File: src/rtl/riscv_crypto_fu_aes_mix_seq.sv
`default_nettype none
// ============================================================================
//  Module   : riscv_crypto_fu_aes_mix_seq
//  Purpose  : Byte-serial AES MixColumns / InvMixColumns functional unit for
//             the RV64 aes64im-style operation. Both 32-bit columns of rs1
//             are transformed independently, one output byte per BUSY cycle,
//             through a single shared GF(2^8) byte datapath.
//  Ports    : g_clk   - clock, rising edge
//             g_reset - asynchronous active-high reset
//             valid   - request valid (sampled in IDLE only)
//             op_dec  - 1 = inverse MixColumns, 0 = forward MixColumns
//             rs1     - 64-bit source, column 0 = [31:0], column 1 = [63:32]
//             flush   - synchronous abort, returns to IDLE on next edge
//             ready   - one-cycle pulse, rd valid while high
//             rd      - 64-bit result
//  Revision : 1.0  initial release
// ============================================================================
module riscv_crypto_fu_aes_mix_seq (
    input  logic        g_clk,
    input  logic        g_reset,
    input  logic        valid,
    input  logic        op_dec,
    input  logic [63:0] rs1,
    input  logic        flush,
    output logic        ready,
    output logic [63:0] rd
);

    typedef enum logic [1:0] {
        ST_IDLE = 2'd0,
        ST_BUSY = 2'd1,
        ST_DONE = 2'd2
    } state_t;

    state_t      r_state;
    state_t      w_state_nxt;
    logic [2:0]  r_cnt;
    logic [63:0] r_src;
    logic        r_dec;
    logic [63:0] r_rd;

    logic        w_start;
    logic        w_busy_step;

    // ------------------------------------------------------------------------
    // State register
    // ------------------------------------------------------------------------
    always_ff @(posedge g_clk or posedge g_reset) begin
        if (g_reset) begin
            r_state <= ST_IDLE;
        end else begin
            r_state <= w_state_nxt;
        end
    end

    // ------------------------------------------------------------------------
    // Next-state logic; flush dominates everything, including a new request.
    // ------------------------------------------------------------------------
    always_comb begin
        w_state_nxt = r_state;
        w_start     = 1'b0;
        w_busy_step = 1'b0;
        if (flush) begin
            w_state_nxt = ST_IDLE;
        end else begin
            case (r_state)
                ST_IDLE: begin
                    if (valid) begin
                        w_start     = 1'b1;
                        w_state_nxt = ST_BUSY;
                    end
                end
                ST_BUSY: begin
                    w_busy_step = 1'b1;
                    if (r_cnt == 3'd7) begin
                        w_state_nxt = ST_DONE;
                    end
                end
                ST_DONE: begin
                    // Deliberately ignores valid: a held request restarts
                    // only once the unit is back in IDLE.
                    w_state_nxt = ST_IDLE;
                end
                default: begin
                    w_state_nxt = ST_IDLE;
                end
            endcase
        end
    end

    // ------------------------------------------------------------------------
    // Byte datapath. The active column is rotated so that b[0] = a[j],
    // b[1] = a[j+1], ... which turns every output byte into the same fixed
    // coefficient pattern and lets one byte datapath serve all eight bytes.
    // ------------------------------------------------------------------------
    function automatic logic [7:0] xtime(input logic [7:0] b);
        xtime = {b[6:0], 1'b0} ^ (b[7] ? 8'h1b : 8'h00);
    endfunction

    logic [31:0] w_col;
    logic [63:0] w_col_dbl;
    logic [31:0] w_rot;
    logic [7:0]  w_b  [4];
    logic [7:0]  w_x2 [4];
    logic [7:0]  w_x4 [4];
    logic [7:0]  w_x8 [4];
    logic [7:0]  w_fwd;
    logic [7:0]  w_inv;
    logic [7:0]  w_byte;

    assign w_col     = r_cnt[2] ? r_src[63:32] : r_src[31:0];
    assign w_col_dbl = {w_col, w_col} >> {r_cnt[1:0], 3'b000};
    assign w_rot     = w_col_dbl[31:0];

    always_comb begin
        for (int k = 0; k < 4; k++) begin
            w_b[k]  = w_rot[8*k +: 8];
            w_x2[k] = xtime(w_b[k]);
            w_x4[k] = xtime(w_x2[k]);
            w_x8[k] = xtime(w_x4[k]);
        end
    end

    // forward : 02*b0 ^ 03*b1 ^ 01*b2 ^ 01*b3
    assign w_fwd  = w_x2[0] ^ w_x2[1] ^ w_b[1] ^ w_b[2] ^ w_b[3];
    // inverse : 0e*b0 ^ 0b*b1 ^ 0d*b2 ^ 09*b3
    assign w_inv  = (w_x8[0] ^ w_x4[0] ^ w_x2[0])
                  ^ (w_x8[1] ^ w_x2[1] ^ w_b[1])
                  ^ (w_x8[2] ^ w_x4[2] ^ w_b[2])
                  ^ (w_x8[3] ^ w_b[3]);
    assign w_byte = r_dec ? w_inv : w_fwd;

    // ------------------------------------------------------------------------
    // Operand capture, byte counter and result register
    // ------------------------------------------------------------------------
    always_ff @(posedge g_clk or posedge g_reset) begin
        if (g_reset) begin
            r_cnt <= 3'd0;
            r_src <= 64'h0;
            r_dec <= 1'b0;
            r_rd  <= 64'h0;
        end else begin
            if (w_start) begin
                r_src <= rs1;
                r_dec <= op_dec;
                r_cnt <= 3'd0;
            end else if (w_busy_step) begin
                r_rd[{r_cnt, 3'b000} +: 8] <= w_byte;
                r_cnt                      <= r_cnt + 3'd1;
            end else if (flush) begin
                r_cnt <= 3'd0;
            end
        end
    end

    assign ready = (r_state == ST_DONE);
    assign rd    = r_rd;

endmodule
`default_nettype wire

File: config.mk
export PLATFORM = sky130hd
export DESIGN_NAME = riscv_crypto_fu_aes_mix_seq
export DESIGN_NICKNAME = d
export VERILOG_FILES = /design/src/rtl/riscv_crypto_fu_aes_mix_seq.sv
export SDC_FILE = /design/constraint.sdc
export NUM_CORES = 1
export LEC_CHECK = 0
export ABC_CLOCK_PERIOD_IN_PS = 8800
export BUFFER_PORTS_ARGS = -buffer_cell sky130_fd_sc_hd__buf_4
export CORE_MARGIN = 4
export CORE_UTILIZATION = 30
export CTS_CLUSTER_DIAMETER = 50
export CTS_CLUSTER_SIZE = 10
export DETAILED_ROUTE_END_ITERATION = 8
export HOLD_SLACK_MARGIN = 0.06
export PLACE_DENSITY = 0.59
export SETUP_SLACK_MARGIN = 0.02
export SLEW_MARGIN = 10
export SYNTH_ARGS = -nofsm -noshare
export SYNTH_HDL_FRONTEND = slang
export SYNTH_SLANG_ARGS = --single-unit
File: constraint.sdc
create_clock -name g_clk -period 8.8 [get_ports g_clk]
set_input_delay 1.76 -clock g_clk [delete_from_list [all_inputs] [get_ports g_clk]]
set_output_delay 1.76 -clock g_clk [all_outputs]
set_load 0.01 [all_outputs]
==> qor.yml, run 1 <==
layout:
  final_cell_mix: "139 x buf_4, 133 x dfrtp_1, 94 x xnor2_1, 78 x nand2_1, 72 x mux2_2"
  nets: 865
  layout_commonest_cell: "buf_4"
  final_area_um2: 9880
  drive_gt1_share_pct: 36.8
  n_fill_cell: 2582
  num_antenna_cells: 0
  area_growth_pct: 23.3
  final_util_pct: 37.8
critical_path:
  max_stage_delay_ns: 0.57
  crit_slowest_cell: "buf_4"
  critPathArrivalTime_ns: 4.19
  crit_path_start_kind: "register"
  critPathBufInv: 1
  cp-end-kind: "register"
  worstPathMaxFanout: 44
  path_cells: "buf_4 -> mux2i_1 -> mux4_2 -> xnor2_1 -> xor3_2 -> xnor3_1 -> xor3_1 -> mux2i_2 -> xor2_2 -> o21ai_1"
  path_class: "register to register"
  critPathTopFamily: "XOR/XNOR gates"
  cp.required_ns: 9.09
timing:
  fmax_mhz: 256
  slew_headroom_pct: 35.9
  period_needed_ns: 3.90
  worst_slew_pin_slew_ns: 0.953
  finalCritPeriodShare_pct: 44.3
  finalSetupViolCount: 0
  hold_violations: 0
  rsz0062_at_grt: "false"
  final_max_slew_viol_count: 0
  fin_worst_skew_ns: 0.00801
  fin_ws_ns: 4.90
  tns_ns: 0
  holdWs_ns: 0.486
clocking:
  cts_setup_buffers: 0
  cts-buffers-inserted: 17
  cts.hold.buffers_added: 0
  cts_max_level: 4
  ctsResizeCount: 0
  clock-sinks: 134
  clock_latency_ns: 0.42
  root_buffer: "clkbuf_16"
  clk_pin_slew_ns: 0.06
  cts_buffer_depth: 2
  cts_tree: "built"
yosys:
  synth_enable_flop_cells: 0
  async_reset_ff_share_pct: 100
  synth_area_um2: 8010
  ys_ff_latch: 134
  syn_area_per_cell_um2: 12.1
  yosysWarningCount: 0
  synth.net_count: 737
  yosys.cell_types.count: 52
  synth_ff_type: "dfrtp_1"
  synth_cells: 661
  yosysSeqAreaShare_pct: 41.9
global_route:
  grt_pass1_wl_um: 32100
  grt_pass1_vias: 5565
  antenna_found_initial: 0
  grt-ovfl-total: 0
  grt.total_usage_pct: 14.0
  grt_start_max_net_pins: 72
detailed_routing:
  first_pass_iters: 4
  vias: 5429
  drt_iter0_markers: 278
  drc: 0
  ant_nets: 0
  post_drt_wl_per_cell_um: 17.7
  totalWireLength_um: 20100
  viasPerCell: 4.78
place:
  portBuffers: 133
  dpl_cell_area_um2: 9300
  dp_hpwl_um: 15000
  gp_congestion: 0.823
  place_ws_ns: 4.84
run:
  maxCapViolations: 0
power_and_ir_drop:
  switching_power_mw: 1.08
  p_sw_share_pct: 38.4
  clkPwrFrac_pct: 25.0
  peakVddDrop_v: 0.000152
  p_comb_share_pct: 47.1
  power.leakage_nw: 4.18
  seqPwrFrac_pct: 27.8
  power_density_nw_per_um2: 285
  p_int_mw: 1.73
floorplanning:
  ioPinCount: 134
  die_y_um: 171
  die_w_um: 171
  dieArea_um2: 29400
  start_util_pct: 30.7
  core_area_um2: 26100
  num_rows: 59
worst_hold_path:
  hold_path.class: "register to register"
status:
  status: "finished clean"
==> area by class of cell <==
type	count	area [um2]	share of cell area, %
clock buffer	18	429	4.34
clock inverter	13	148	1.49
inverter	4	22.5	0.228
multi-input combinational	493	4460	45.2
sequential	134	3350	34.0
tap	335	419	4.24
timing repair buffer	139	1040	10.6
==> Yosys cell counts, types with 2 or more instances <==
master / count / share of area [%]
a21oi_1: 5 / 0.31
a22oi_1: 2 / 0.19
buf_1: 3 / 0.14
buf_2: 6 / 0.37
buf_6: 3 / 0.42
buf_8: 2 / 0.37
clkbuf_1: 15 / 0.70
dfrtp_1: 134 / 42
ha_1: 7 / 1.1
inv_1: 2 / 0.094
mux2_1: 2 / 0.28
mux2_2: 72 / 10
mux2i_1: 39 / 4.9
mux2i_2: 9 / 1.5
mux2i_4: 3 / 0.84
mux4_1: 6 / 2.0
mux4_2: 23 / 6.5
nand2_1: 78 / 3.7
nand2b_1: 2 / 0.16
nand3_1: 5 / 0.31
nand4_1: 2 / 0.16
nor2_1: 14 / 0.66
nor2b_1: 3 / 0.23
nor3b_1: 2 / 0.19
nor4_1: 2 / 0.16
o21a_1: 2 / 0.19
o21ai_0: 14 / 0.87
o21ai_1: 48 / 3.0
o31ai_1: 2 / 0.19
or2_2: 3 / 0.23
xnor2_1: 94 / 10
xnor2_2: 6 / 1.2
xnor3_1: 2 / 0.56
xor2_1: 30 / 3.3
xor3_1: 2 / 0.59
==> layer usage <==
layer  vias up  wire length, um  track usage [%]
li1       2587                -                -
met1      2680             9360             19.3
met2       146             9420             22.6
met3        16             1100             3.22
met4         0              236             3.38
met5         -                0                0
==> flip-flops by register name, summed over array words and instances, names as in the netlist <==
name / count
r_cnt: 3
r_dec: 1
r_state: 2
r_src: 64
rd: 64
==> worst register-to-register path, cell delays in order, from the launching register on <==
cell     delay, ns
dfrtp_2       0.34
buf_4         0.57
mux2i_1       0.31
mux4_2        0.56
xnor2_1       0.22
xor3_2        0.38
xnor3_1       0.38
xor3_1        0.23
mux2i_2       0.21
xor2_2        0.43
o21ai_1       0.14
==> stage by stage <==
stage / cells / total power [mW]
4_1_cts: 1136 / 2.86
2_1_floorplan: 661 / 1.77
3_3_place_gp: 1105 / 2.13
3_5_place_dp: 1105 / 2.14
5_1_grt: 1136 / 2.99
6_report: 1136 / 2.82
==> cells by family (layout without fill, tap and decap cells) <==
| kind of cell | after synthesis | after routing | share of synthesized area [%] |
|---|---|---|---|
| compound gates | 78 | 78 | 5.34 |
| xor+xnor | 137 | 137 | 16.8 |
| fa+ha+maj | 7 | 7 | 1.09 |
| buf+inv | 34 | 174 | 2.51 |
| flops | 134 | 134 | 41.9 |
| mux | 154 | 154 | 26.1 |
| simple gates | 117 | 117 | 6.31 |
==> power by group through the flow <==
stage               clock network (mW)  logic (mW)  registers, mW
CTS                              0.720        1.35          0.785
detailed placement                   0        1.34          0.796
global route                     0.748        1.44          0.795
global placement                     0        1.34          0.795
floorplan                            0       0.995          0.774
finish                           0.705        1.33          0.783
==> worst paths after layout <==
path | slack [ns] | start | endpoint | cells past startpoint
max reg2reg | 4.90 | r_cnt[2] | rd[60] | 10
max in group asynchronous | 5.92 | g_reset | r_src[35] | 3
min | 0.49 | rd[9] | rd[9] | 2
max | 4.90 | r_cnt[2] | rd[60] | 10
min in group asynchronous | 1.52 | g_reset | rd[17] | 2
min reg2reg | 0.49 | rd[9] | rd[9] | 2
(Power assumes the default switching activity.)
==> inputs of run 2 (changes only) <==
--- a/config.mk
+++ b/config.mk
@@ -5,7 +5,7 @@
 export SDC_FILE = /design/constraint.sdc
 export NUM_CORES = 1
 export LEC_CHECK = 0
-export ABC_CLOCK_PERIOD_IN_PS = 8800
+export ABC_CLOCK_PERIOD_IN_PS = 3800
 export BUFFER_PORTS_ARGS = -buffer_cell sky130_fd_sc_hd__buf_4
 export CORE_MARGIN = 4
 export CORE_UTILIZATION = 30
==> constraint.sdc (replaced) <==
create_clock -name g_clk -period 3.8 [get_ports g_clk]
set_input_delay 0.76 -clock g_clk [delete_from_list [all_inputs] [get_ports g_clk]]
set_output_delay 0.76 -clock g_clk [all_outputs]
set_load 0.01 [all_outputs]
==> run 2 against run 1 <==
Effect of this change: clock skew increased by 0.0059 ns; highest routed layer unchanged; worst hold slack worse by 0.037 ns; first-iteration DRC count rose by 37%; non-clock buffer count grew 20.
==> qor.yml, run 2 (same netlist as run 1, synthesis figures left out) <==
global_route:
  grt_pass1_vias: 5444
  grt.total_usage_pct: 14.0
  grt_pass1_wl_um: 31700
  grt-ovfl-total: 0
  antenna_found_initial: 0
  grt_start_max_net_pins: 66
timing:
  tns_ns: 0
  finalCritPeriodShare_pct: 93.4
  worst_slew_pin_slew_ns: 0.793
  fmax_mhz: 282
  slew_headroom_pct: 46.8
  fin_worst_skew_ns: 0.0139
  rsz0062_at_grt: "false"
  finalSetupViolCount: 0
  hold_violations: 0
  final_max_slew_viol_count: 0
  period_needed_ns: 3.55
layout:
  area_growth_pct: 25.8
  drive_gt1_share_pct: 38.6
  layout_commonest_cell: "buf_4"
  num_antenna_cells: 0
  n_fill_cell: 2564
  final_cell_mix: "155 x buf_4, 133 x dfrtp_1, 94 x xnor2_1, 78 x nand2_1, 72 x mux2_2"
  nets: 885
critical_path:
  crit_path_start_kind: "register"
  cp-end-kind: "register"
  critPathBufInv: 2
  max_stage_delay_ns: 0.62
  critPathTopFamily: "XOR/XNOR gates"
  cp_num_cells: 10
  crit_slowest_cell: "dfrtp_4"
  cp.required_ns: 4.08
  r2r_cells: 10
  critPathArrivalTime_ns: 3.83
  path_class: "register to register"
  rrSetupSlack_ns: 0.25
  crit-reg2reg-capture: "rd[36]"
  r2r_start: "r_cnt[2]"
  worstPathMaxFanout: 18
  path_cells: "inv_6 -> mux4_2 -> mux2i_4 -> xor3_2 -> xnor3_1 -> xor3_1 -> mux2i_2 -> xor2_2 -> buf_4 -> o21ai_1"
floorplanning:
  num_rows: 59
  ioPinCount: 134
  start_util_pct: 30.7
  dieArea_um2: 29400
  die_y_um: 171
  die_w_um: 171
  core_area_um2: 26100
clocking:
  cts_max_level: 4
  root_buffer: "clkbuf_16"
  cts_tree: "built"
  cts-buffers-inserted: 17
  cts_buffer_depth: 2
  clock-sinks: 134
  cts_setup_buffers: 0
  clock_latency_ns: 0.43
  clk_pin_slew_ns: 0.07
detailed_routing:
  wl_met2_um: 9450
  post_drt_wl_per_cell_um: 17.5
  totalWireLength_um: 20300
  wl_met3_um: 1160
  vias: 5495
  drc: 0
  viasPerCell: 4.75
  route.top_layer_used: "met4"
  wirelength_met1_um: 9550
  ant_nets: 0
  first_pass_iters: 4
  drt_iter0_markers: 381
place:
  portBuffers: 133
  gp_congestion: 0.815
  dp_hpwl_um: 15300
power_and_ir_drop:
  power.total_mw: 6.66
  peakVddDrop_v: 0.000451
  power.leakage_nw: 4.29
  power_density_nw_per_um2: 661
run:
  maxCapViolations: 0
status:
  status: "finished clean"
worst_hold_path:
  hold_path.class: "primary input to async pin"
## run 2: cell types whose count changed in the layout (fill, tap and decap cells not counted)
cell and change:
buf_4 +16, buf_12 +4, inv_8 +2, bufinv_16 -1
clkbuf_1 -1, clkinv_2 +1, clkinvlp_4 +1, dfrtp_2 -1
dfrtp_4 +1, inv_4 -1
## run 2: how the worst max path moves through the flow
stage	slack [ns]	from	endpoint
detailed placement	0.14	r_cnt[2]	rd[36]
floorplan	0.65	r_cnt[1]	rd[12]
finish	0.25	r_cnt[2]	rd[36]
global route	0.06	r_cnt[2]	rd[37]
CTS	0.13	r_cnt[2]	rd[36]
global placement	0.16	r_cnt[2]	rd[36]
## run 2: what timing repair did
action	4_1_cts	5_1_grt
setup endpoints to repair	0	23
hold buffers	0	0
resized for setup	0	1
hold endpoints to repair	0	0
## run 2: where the power goes
part | total [mW] | internal (mW) | leakage (nW) | switching [mW]
Clock | 1.60 | 0.915 | 0.270 | 0.690
Combinational | 3.23 | 1.56 | 2.30 | 1.67
Sequential | 1.82 | 1.61 | 1.71 | 0.210
## run 2: stage by stage
stage	cell area, um2	hold WS (ns)	std cells	util, %	worst slack [ns]
finish	10100	0.449	1157	38.6	0.253
global route	10100	0.487	1157	38.6	0.0614
CTS	10100	0.465	1157	38.6	0.131
detailed placement	9500	0.477	1125	36.4	0.145
global placement	9500	0.472	1125	36.4	0.157
floorplan	8020	0.498	661	-	0.648
## run 2: per-layer routing
metal | global-route usage (%) | vias to the layer above
met5 | 0 | -
met4 | 2.89 | 0
met3 | 3.13 | 7
met2 | 22.2 | 150
met1 | 19.7 | 2706
li1 | - | 2632
## run 2: layout make-up
type | count | area [um2] | share of cell area [%]
Clock buffer | 17 | 425 | 4.22
Timing Repair Buffer | 159 | 1240 | 12.3
Clock inverter | 15 | 145 | 1.44
Tap cell | 335 | 419 | 4.16
Sequential cell | 134 | 3360 | 33.3
Inverter | 4 | 23.8 | 0.236
Multi-Input combinational cell | 493 | 4460 | 44.3
